$ cat config.mk
export PLATFORM = sky130hd
export DESIGN_NAME = gray_scale_frame_controller
export DESIGN_NICKNAME = d
export VERILOG_FILES = /design/src/rtl/gray_scale_frame_controller.sv
export SDC_FILE = /design/constraint.sdc
export NUM_CORES = 1
export LEC_CHECK = 0
export CORE_ASPECT_RATIO = 1.25
export CORE_MARGIN = 10
export CORE_UTILIZATION = 56
export CTS_BUF_LIST = sky130_fd_sc_hd__clkbuf_4
export DETAILED_ROUTE_END_ITERATION = 8
export PLACE_DENSITY = 0.89
export SLEW_MARGIN = 20
export SYNTH_ARGS = -nofsm -noshare
export SYNTH_HDL_FRONTEND = slang
export SYNTH_SLANG_ARGS = --single-unit
$ cat constraint.sdc
create_clock -name clk_i -period 5.33 [get_ports clk_i]
set_input_delay 0.533 -clock clk_i [delete_from_list [all_inputs] [get_ports clk_i]]
set_output_delay 0.533 -clock clk_i [all_outputs]
set_load 0.05 [all_outputs]
$ cat src/rtl/gray_scale_frame_controller.sv
// Frame sequencer for the RGB-to-grayscale datapath: validates and latches scales, walks the frame.
// Latency: first read one cycle after an accepted start; write strobes trail reads by PIPE_LATENCY.
// Backpressure: stall gates the read strobe in the same cycle; abort stops reads and drains in-flight pixels.
module gray_scale_frame_controller #(
  parameter int IMAGE_HEIGHT         = 270,
  parameter int IMAGE_WIDTH          = 480,
  parameter int TOTAL_NUMBER_CONVERT = IMAGE_HEIGHT * IMAGE_WIDTH,
  parameter int ADRR_WIDTH_BRAM      = 19,
  parameter int FIXED_POINT_WIDTH    = 32,
  parameter int POINT_POSITION       = FIXED_POINT_WIDTH / 2,
  parameter int PIPE_LATENCY         = 3,
  localparam int ROW_W = (IMAGE_HEIGHT > 1) ? $clog2(IMAGE_HEIGHT) : 1,
  localparam int COL_W = (IMAGE_WIDTH > 1) ? $clog2(IMAGE_WIDTH) : 1
) (
  input  logic                         clk_i,
  input  logic                         reset_n_i,
  input  logic                         start_i,
  input  logic                         abort_i,
  input  logic                         stall_i,
  input  logic [FIXED_POINT_WIDTH-1:0] cfg_scale_red_i,
  input  logic [FIXED_POINT_WIDTH-1:0] cfg_scale_green_i,
  input  logic [FIXED_POINT_WIDTH-1:0] cfg_scale_blue_i,
  output logic [FIXED_POINT_WIDTH-1:0] scale_red_o,
  output logic [FIXED_POINT_WIDTH-1:0] scale_green_o,
  output logic [FIXED_POINT_WIDTH-1:0] scale_blue_o,
  output logic                         conv_en_o,
  output logic                         rd_en_o,
  output logic [ADRR_WIDTH_BRAM-1:0]   rd_addr_o,
  output logic                         wr_en_o,
  output logic [ADRR_WIDTH_BRAM-1:0]   wr_addr_o,
  output logic [ROW_W-1:0]             row_o,
  output logic [COL_W-1:0]             col_o,
  output logic                         busy_o,
  output logic                         done_o,
  output logic                         aborted_o,
  output logic                         cfg_err_o
);

  typedef enum logic [1:0] {S_IDLE, S_RUN, S_DRAIN, S_DONE} state_t;

  // 1.0 in the scale fixed-point format; the three scales may sum to at most this
  localparam logic [FIXED_POINT_WIDTH+1:0] SCALE_ONE =
    {{(FIXED_POINT_WIDTH+1){1'b0}}, 1'b1} << POINT_POSITION;
  localparam logic [ADRR_WIDTH_BRAM-1:0] LAST_ADDR = ADRR_WIDTH_BRAM'(TOTAL_NUMBER_CONVERT - 1);
  localparam logic [COL_W-1:0]           COL_LAST  = COL_W'(IMAGE_WIDTH - 1);
  // every delay-line stage except the one currently driving wr_en
  localparam logic [PIPE_LATENCY-1:0]    PIPE_HEAD_MASK = {PIPE_LATENCY{1'b1}} >> 1;

  state_t                         state_q;
  logic [FIXED_POINT_WIDTH-1:0]   scale_red_q, scale_green_q, scale_blue_q;
  logic [ADRR_WIDTH_BRAM-1:0]     rd_addr_q, wr_addr_q;
  logic [ROW_W-1:0]               row_q;
  logic [COL_W-1:0]               col_q;
  logic                           conv_en_q, busy_q, done_q, aborted_q, cfg_err_q, abort_q;
  logic [PIPE_LATENCY-1:0]        pipe_q, pipe_d;
  logic [FIXED_POINT_WIDTH+1:0]   scale_sum;
  logic                           scale_ok;
  logic                           last_rd;
  logic                           pipe_drained;

  assign scale_sum    = {2'b00, cfg_scale_red_i} + {2'b00, cfg_scale_green_i} + {2'b00, cfg_scale_blue_i};
  assign scale_ok     = (scale_sum <= SCALE_ONE);
  assign last_rd      = (rd_addr_q == LAST_ADDR);
  // once no stage behind the output holds a read, the current wr_en is the final one
  assign pipe_drained = ((pipe_q & PIPE_HEAD_MASK) == '0);

  // Read strobe reacts to stall/abort in the same cycle so a stalled cycle issues no read
  assign rd_en_o = (state_q == S_RUN) && !stall_i && !abort_i;
  assign wr_en_o = pipe_q[PIPE_LATENCY-1];

  // Delay-line next state: shift in this cycle's read strobe
  always_comb begin
    pipe_d    = pipe_q << 1;
    pipe_d[0] = rd_en_o;
  end

  // Delay line runs every cycle, independent of stall
  always_ff @(posedge clk_i or negedge reset_n_i) begin
    if (!reset_n_i) pipe_q <= '0;
    else            pipe_q <= pipe_d;
  end

  // Frame FSM with registered status, scale latches and read/write address counters
  always_ff @(posedge clk_i or negedge reset_n_i) begin
    if (!reset_n_i) begin
      state_q       <= S_IDLE;
      scale_red_q   <= '0;
      scale_green_q <= '0;
      scale_blue_q  <= '0;
      rd_addr_q     <= '0;
      wr_addr_q     <= '0;
      row_q         <= '0;
      col_q         <= '0;
      conv_en_q     <= 1'b0;
      busy_q        <= 1'b0;
      done_q        <= 1'b0;
      aborted_q     <= 1'b0;
      cfg_err_q     <= 1'b0;
      abort_q       <= 1'b0;
    end else begin
      done_q    <= 1'b0;
      aborted_q <= 1'b0;
      cfg_err_q <= 1'b0;
      if (wr_en_o) wr_addr_q <= wr_addr_q + 1'b1;
      case (state_q)
        S_IDLE: begin
          if (start_i) begin
            if (scale_ok) begin
              scale_red_q   <= cfg_scale_red_i;
              scale_green_q <= cfg_scale_green_i;
              scale_blue_q  <= cfg_scale_blue_i;
              rd_addr_q     <= '0;
              wr_addr_q     <= '0;
              row_q         <= '0;
              col_q         <= '0;
              abort_q       <= 1'b0;
              conv_en_q     <= 1'b1;
              busy_q        <= 1'b1;
              state_q       <= S_RUN;
            end else begin
              cfg_err_q <= 1'b1;
            end
          end
        end
        S_RUN: begin
          if (abort_i) begin
            abort_q <= 1'b1;
            state_q <= S_DRAIN;
          end else if (!stall_i) begin
            if (last_rd) begin
              state_q <= S_DRAIN;
            end else begin
              rd_addr_q <= rd_addr_q + 1'b1;
              if (col_q == COL_LAST) begin
                col_q <= '0;
                row_q <= row_q + 1'b1;
              end else begin
                col_q <= col_q + 1'b1;
              end
            end
          end
        end
        S_DRAIN: begin
          if (abort_i) abort_q <= 1'b1;
          if (pipe_drained) begin
            conv_en_q <= 1'b0;
            busy_q    <= 1'b0;
            if (abort_q || abort_i) begin
              aborted_q <= 1'b1;
              state_q   <= S_IDLE;
            end else begin
              done_q  <= 1'b1;
              state_q <= S_DONE;
            end
          end
        end
        S_DONE:  state_q <= S_IDLE;
        default: state_q <= S_IDLE;
      endcase
    end
  end

  assign scale_red_o   = scale_red_q;
  assign scale_green_o = scale_green_q;
  assign scale_blue_o  = scale_blue_q;
  assign conv_en_o     = conv_en_q;
  assign rd_addr_o     = rd_addr_q;
  assign wr_addr_o     = wr_addr_q;
  assign row_o         = row_q;
  assign col_o         = col_q;
  assign busy_o        = busy_q;
  assign done_o        = done_q;
  assign aborted_o     = aborted_q;
  assign cfg_err_o     = cfg_err_q;

endmodule

==> results.yml, run 1 <==
clock_tree:
  clock_tree.buffer_depth: 2
  clockRootBuffer: "clkbuf_4"
  cts_setup_buffers: 0
  clock_sinks: 162
  cts_buffers: 17
  htreeDepth: 4
  clk_pin_slew_ns: 0.15
  insertion_delay_ns: 0.59
  cts_tree: "done"
logic_synthesis:
  synth_compound_area_share_pct: 16.9
  ys_seq_elements: 162
  syn_area_um2: 10700
  synth_top_family_by_area: "simple AND/OR/NAND/NOR gates"
  synth_xor_area_share_pct: 2.14
  muxShareOfSynthArea_pct: 10.7
  synthAdderAreaFrac_pct: 10.7
  syn_nets: 1255
  synth_ff_type: "dfrtp_1"
  yosys_warnings: 0
  synthDistinctLibCells: 86
  avgSynthCellArea_um2: 9.84
  async_reset_ff_share_pct: 100
  synth-simple-area-share_pct: 16.9
  syn-instance-count: 1083
  ys_seq_area_share_pct: 38.0
  synth_edf_count: 0
worst_setup_path:
  critPathRequiredTime_ns: 5.80
  path_common_cell: "fa_1"
  critPathKind: "in2reg"
  worstPathCellList: "clkdlybuf4s50_1 > fa_1 > ha_1 > inv_1 > fa_1 > xnor2_1 > nor4_1 > o2111ai_1 > a2111oi_0 > o311a_1 > nand4_1 > a221oi_2 > nand4_2 > nor2_4 > buf_12 > mux2_2"
  cp-start-kind: "input pin"
  arrival_ns: 5.13
  critPathMaxFanout: 65
  r2r-start: "state_q[1]$_DFFE_PN0P_"
  reg2reg_to: "row_o[7]$_DFFE_PN0P_"
  cp_slowest_cell: "fa_1"
  reg2regPathDepth: 11
  crit_path_end_kind: "flip-flop"
  setup.reg_to_reg.worst_slack_ns: 2.09
  cpPeakStageDelay_ns: 0.57
route:
  routed.top_layer: "met4"
  drc: 0
  first_pass_iters: 5
  wl_per_cell_um: 20.1
  finalWirelength_um: 31300
  routed_via_density: 6.16
  via_count: 9580
  drt-met1-wl_um: 12300
  wl_met3_um: 2290
  met2WireLength_um: 15900
  drtAntennaViolNets: 0
  drt_iter0_drc: 803
placed_design:
  dpl.hpwl_um: 23900
  dp.cells: 1522
  port_buffers: 259
  pre_cts_ws_ns: 0.131
  gp_congestion: 0.944
layout:
  layout-drive-gt1-share_pct: 7.86
  final_cell_mix: "clkdlybuf4s50_1 (258), dfrtp_1 (162), nor2_1 (87)"
  final_common_cell: "clkdlybuf4s50_1"
  syn_to_final_growth_pct: 27.5
  final_cells: 1556
  nNetsFinal: 1482
  final.fill_count: 1372
global_route:
  grt_usage_pct: 25.0
  grt_pass1_wl_um: 51200
  grt_max_degree: 75
  overflow: 0
  first_global_vias: 9896
  antenna_found_initial: 1
floorplan:
  fp.dieArea_um2: 25000
  dieHeight_um: 174
  start_util_pct: 56.8
  ioPinCount: 260
  num_rows: 56
  core_um2: 18800
  die_width_um: 143
timing:
  period_minus_slack_ns: 4.65
  fin_setup_tns_ns: 0
  timing.final.hold_violations: 0
  clock.fmax_mhz: 215
  finalWorstSetupSlack_ns: 0.676
  slew_viol_final: 0
  rsz0062_at_grt: "false"
  fin_skew_ns: 0.0137
  setup_viol: 0
  fin_crit_sh_pct: 87.3
  maxSlewHeadroom_pct: 33.9
  worst_slew_pin_slew_ns: 0.991
job:
  cap_violations: 0
power_and_ir_drop:
  internal_power_mw: 2.36
  netSwitchingFraction_pct: 47.4
  ir_drop_v: 0.000304
  power_frac_seq_pct: 34.1
  powerDensity_nw_per_um2: 331
  pwr-share-comb_pct: 49.9
  netSwitchingPower_mw: 2.13
  p_clk_share_pct: 15.9
  cellLeakagePower_nw: 5.89
hold_path:
  min_path_type: "in2async"
outcome:
  status: "completed"
-- stage by stage --
step | hold slack (ns) | utilization (%) | instance area [µm²] | power (mW)
after global placement | 0.386 | 70.9 | 13300 | 3.72
after CTS | 0.294 | 72.4 | 13600 | 4.50
final | 0.337 | 72.4 | 13600 | 4.50
after global routing | 0.309 | 72.4 | 13600 | 4.78
after floorplan | 0.237 | - | 10700 | 3.06
after detailed placement | 0.391 | 70.9 | 13300 | 3.77
-- critical path, delay by kind of cell --
kind                       cells  cell delay [ns]
AOI/OAI and AO/OA              4             1.18
adders and majority gates      3             1.18
buffers and inverters          3             0.87
and+or+nand+nor                4             0.79
muxes                          1             0.38
xor gates and xnor gates       1             0.15
-- synth_stat cells (33+ instances only) --
| library cell | instances | area [µm²] |
|---|---|---|
| mux2_2 | 38 | 428 |
| fa_1 | 33 | 661 |
| clkbuf_1 | 37 | 139 |
| nand3_1 | 42 | 210 |
| a21oi_1 | 61 | 305 |
| mux2_1 | 60 | 676 |
| nand4_1 | 33 | 206 |
| nor2_1 | 87 | 327 |
| dfrtp_1 | 162 | 4050 |
| ha_1 | 38 | 475 |
| o21ai_0 | 59 | 295 |
| nand2_1 | 86 | 323 |
-- how the worst max path moves through the flow --
stage | from | endpoint | slack (ns) | cells after the start
5_1_grt | cfg_scale_red_i[0] | scale_blue_o[12]$_DFFE_PN0P_ | 0.47 | 18
3_3_place_gp | cfg_scale_red_i[1] | scale_blue_o[16]$_DFFE_PN0P_ | 0.30 | 16
6_report | cfg_scale_red_i[1] | scale_blue_o[14]$_DFFE_PN0P_ | 0.68 | 16
4_1_cts | cfg_scale_red_i[1] | scale_blue_o[4]$_DFFE_PN0P_ | 0.75 | 16
3_5_place_dp | cfg_scale_red_i[1] | scale_blue_o[4]$_DFFE_PN0P_ | 0.13 | 16
2_1_floorplan | cfg_scale_red_i[1] | scale_green_o[10]$_DFFE_PN0P_ | 1.03 | 16
-- state kept, by name, indices dropped and copies added, names as in the netlist, 3 cells and up --
name,cells
scale_blue_o,32
pipe_q,3
col_o,9
row_o,9
wr_addr_o,19
rd_addr_o,19
scale_red_o,32
scale_green_o,32
-- layer usage --
metal / vias up / track usage, %
met1: 4644 / 29.2
met3: 64 / 6.30
li1: 4451 / -
met2: 421 / 43.1
met5: - / 0
met4: 0 / 8.74
-- kinds of logic after synthesis --
logic type               Yosys count
XOR/XNOR                          26
AND/OR/NAND/NOR                  359
multiplexers                     102
flip-flops                       162
AO/OA/AOI/OAI                    263
adder cells (fa/ha/maj)           71
buffers and inverters            100
-- final cells by class --
type	count	area, µm²	area share [%]
Timing Repair Buffer	275	2740	20.2
Clock inverter	15	141	1.04
Inverter	33	124	0.911
Sequential cell	162	4050	29.8
Tap cell	232	290	2.14
Clock buffer	17	128	0.939
Multi-Input combinational cell	821	6110	45.0
Antenna cell	1	2.50	0.0184
-- power groups by stage --
| stage | sequential [mW] | combinational (mW) | clock (mW) |
|---|---|---|---|
| 5_1_grt | 1.56 | 2.43 | 0.792 |
| 6_report | 1.53 | 2.25 | 0.717 |
| 2_1_floorplan | 1.92 | 1.14 | 0 |
| 4_1_cts | 1.53 | 2.23 | 0.737 |
| 3_3_place_gp | 1.55 | 2.17 | 0 |
| 3_5_place_dp | 1.56 | 2.22 | 0 |
-- what timing repair did --
action / CTS / global route
setup endpoints to repair: 0 / 0
endpoints found under the hold margin: 20 / 0
resized for setup: 0 / 0
hold buffers: 1 / 0
Power figures use the tool's default switching activity.
==> inputs of run 2 (changes only) <==
--- a/config.mk
+++ b/config.mk
@@ -7,10 +7,10 @@
 export LEC_CHECK = 0
 export CORE_ASPECT_RATIO = 1.25
 export CORE_MARGIN = 10
-export CORE_UTILIZATION = 56
+export CORE_UTILIZATION = 52
 export CTS_BUF_LIST = sky130_fd_sc_hd__clkbuf_4
 export DETAILED_ROUTE_END_ITERATION = 8
-export PLACE_DENSITY = 0.89
+export PLACE_DENSITY = 0.83
 export SLEW_MARGIN = 20
 export SYNTH_ARGS = -nofsm -noshare
 export SYNTH_HDL_FRONTEND = slang
==> constraint.sdc (replaced) <==
create_clock -name clk_i -period 4.5 [get_ports clk_i]
set_input_delay 0.45 -clock clk_i [delete_from_list [all_inputs] [get_ports clk_i]]
set_output_delay 0.45 -clock clk_i [all_outputs]
set_load 0.05 [all_outputs]
==> results.yml, run 2 (synthesis results as in run 1) <==
hold_path:
  min_path_type: "in2reg"
  min-delay-start: "cfg_scale_red_i[0]"
  whs_path_depth: 2
  min_to: "scale_red_o[0]$_DFFE_PN0P_"
power_and_ir_drop:
  ir_drop_v: 0.000369
  cellLeakagePower_nw: 6.52
  powerDensity_nw_per_um2: 387
  totalPowerFinal_mw: 5.68
layout:
  final_cell_mix: "clkdlybuf4s50_1 (252), dfrtp_1 (162), buf_4 (101)"
  finalInstanceArea_um2: 14700
  final_common_cell: "clkdlybuf4s50_1"
  nNetsFinal: 1585
  syn_to_final_growth_pct: 37.6
  layout-drive-gt1-share_pct: 15.0
global_route:
  first_global_vias: 10259
  grt_max_degree: 91
  overflow: 0
  antenna_found_initial: 1
  grt_pass1_wl_um: 53000
  grt_usage_pct: 24.0
timing:
  period_minus_slack_ns: 4.42
  slew_viol_final: 0
  setup_viol: 0
  timing.final.hold_violations: 0
  fin_crit_sh_pct: 98.2
  clock.fmax_mhz: 226
  worst_slew_pin_slew_ns: 0.954
  fin_skew_ns: 0.0305
  maxSlewHeadroom_pct: 36.4
placed_design:
  dpl.hpwl_um: 25100
  gp_congestion: 0.958
  port_buffers: 259
  place_area_um2: 14100
worst_setup_path:
  cp_num_buf_inv: 4
  reg2reg_to: "row_o[7]$_DFFE_PN0P_"
  cp_top_family: "compound AO/OA/AOI/OAI gates"
  cpPeakStageDelay_ns: 0.51
  arrival_ns: 4.89
  reg2regPathDepth: 11
  worstPathCellList: "clkdlybuf4s50_1 > fa_1 > ha_1 > and2_4 > a221oi_2 > buf_4 > a21o_1 > a21oi_2 > o21a_1 > a2111o_1 > nor4_2 > nand4_4 > nor2_4 > buf_6 > clkbuf_16 > mux2_1"
  critPathRequiredTime_ns: 4.97
  startpoint: "cfg_scale_red_i[5]"
  critPathKind: "in2reg"
  cp-start-kind: "input pin"
  cp_slowest_cell: "fa_1"
  critPathMaxFanout: 6
  crit_path_end_kind: "flip-flop"
  setup.reg_to_reg.worst_slack_ns: 1.07
  r2r-start: "state_q[1]$_DFFE_PN0P_"
  worst-path-stages: 16
route:
  wl_per_cell_um: 20.3
  finalWirelength_um: 34400
  drt_iter0_drc: 795
  drc: 0
  drtAntennaViolNets: 0
  first_pass_iters: 5
  routed_via_density: 5.95
  via_count: 10093
clock_tree:
  insertion_delay_ns: 0.60
  clockRootBuffer: "clkbuf_4"
  cts_buffers: 17
  htreeDepth: 4
  clock_sinks: 162
  clk_pin_slew_ns: 0.16
  clock_tree.buffer_depth: 2
  cts_tree: "done"
floorplan:
  dieHeight_um: 180
  fp.dieArea_um2: 26700
  core_um2: 20200
  start_util_pct: 52.8
  ioPinCount: 260
  num_rows: 58
  die_width_um: 148
job:
  cap_violations: 0
outcome:
  status: "completed"
==> run 2: cell count changes in the layout (fill, tap and decap cells not counted), moves of 2 or more <==
cell / before / now
buf_4: 13 / 101
buf_12: 2 / 9
clkdlybuf4s50_1: 258 / 252
dlymetal6s2s_1: 0 / 6
clkbuf_16: 0 / 4
buf_6: 1 / 4
inv_8: 4 / 1
clkinv_1: 1 / 3
==> run 2: final cells by class <==
cell class | count | area [µm²]
Antenna cell | 1 | 2.50
Clock buffer | 18 | 135
Clock inverter | 14 | 129
Fill cell | 1556 | 5510
Inverter | 33 | 124
Multi-Input combinational cell | 821 | 6180
Sequential cell | 162 | 4050
Tap cell | 270 | 338
Timing Repair Buffer | 378 | 3710
==> run 2: worst register-to-register path, stage by stage, from the launching register on <==
cell and delay (ns):
dfrtp_1 0.41, inv_1 0.09, ha_1 0.26, buf_4 0.24, inv_1 0.52, nor2_1 0.39
nor2_1 0.28, nand3_1 0.16, or4_1 0.45, and2_1 0.17, a41oi_1 0.16, o221ai_1 0.15
==> run 2: worst max-delay path by stage <==
stage                                          endpoint  slack [ns]
after floorplan           scale_green_o[10]$_DFFE_PN0P_        0.29
after global placement     scale_blue_o[12]$_DFFE_PN0P_       -0.62
after detailed placement   scale_blue_o[11]$_DFFE_PN0P_       -0.67
after CTS                   scale_blue_o[7]$_DFFE_PN0P_        0.07
after global routing       scale_green_o[2]$_DFFE_PN0P_       -0.12
final                      scale_green_o[2]$_DFFE_PN0P_        0.08
==> run 2: where the power goes <==
part           internal (mW)  switching [mW]  leakage, nW
Clock                  0.287           0.592        0.137
Combinational           1.16            1.81         4.22
Sequential              1.61           0.218         2.16
Total                   3.06            2.62         6.52
==> run 2: per-stage QoR <==
| step | setup TNS [ns] | instances | hold slack [ns] | util, % | setup WS (ns) |
|---|---|---|---|---|---|
| after floorplan | 0 | 1083 | 0.154 | - | 0.287 |
| after global placement | -85.15 | 1651 | 0.399 | 70.0 | -0.622 |
| after detailed placement | -89.54 | 1651 | 0.409 | 70.0 | -0.666 |
| after CTS | 0 | 1684 | 0.408 | 71.4 | 0.0736 |
| after global routing | -6.66 | 1697 | 0.133 | 72.7 | -0.124 |
| final | 0 | 1697 | 0.151 | 72.7 | 0.0800 |
==> run 2: repair_timing <==
action                                 in CTS  in global routing
pin swaps                                   0                 11
setup endpoints to repair                  96                148
gates cloned                                0                  6
resized for setup                           1                 22
hold buffers                                1                  0
setup buffers                               0                  7
endpoints found under the hold margin      72                  0
==> run 2: routing by layer <==
metal / vias to the layer above / track usage, % / wire length (µm)
met3: 51 / 6.11 / 2540
met4: 0 / 6.87 / 679
li1: 4669 / - / -
met1: 4948 / 28.7 / 13400
met5: - / 0.384 / 0
met2: 425 / 41.4 / 17800
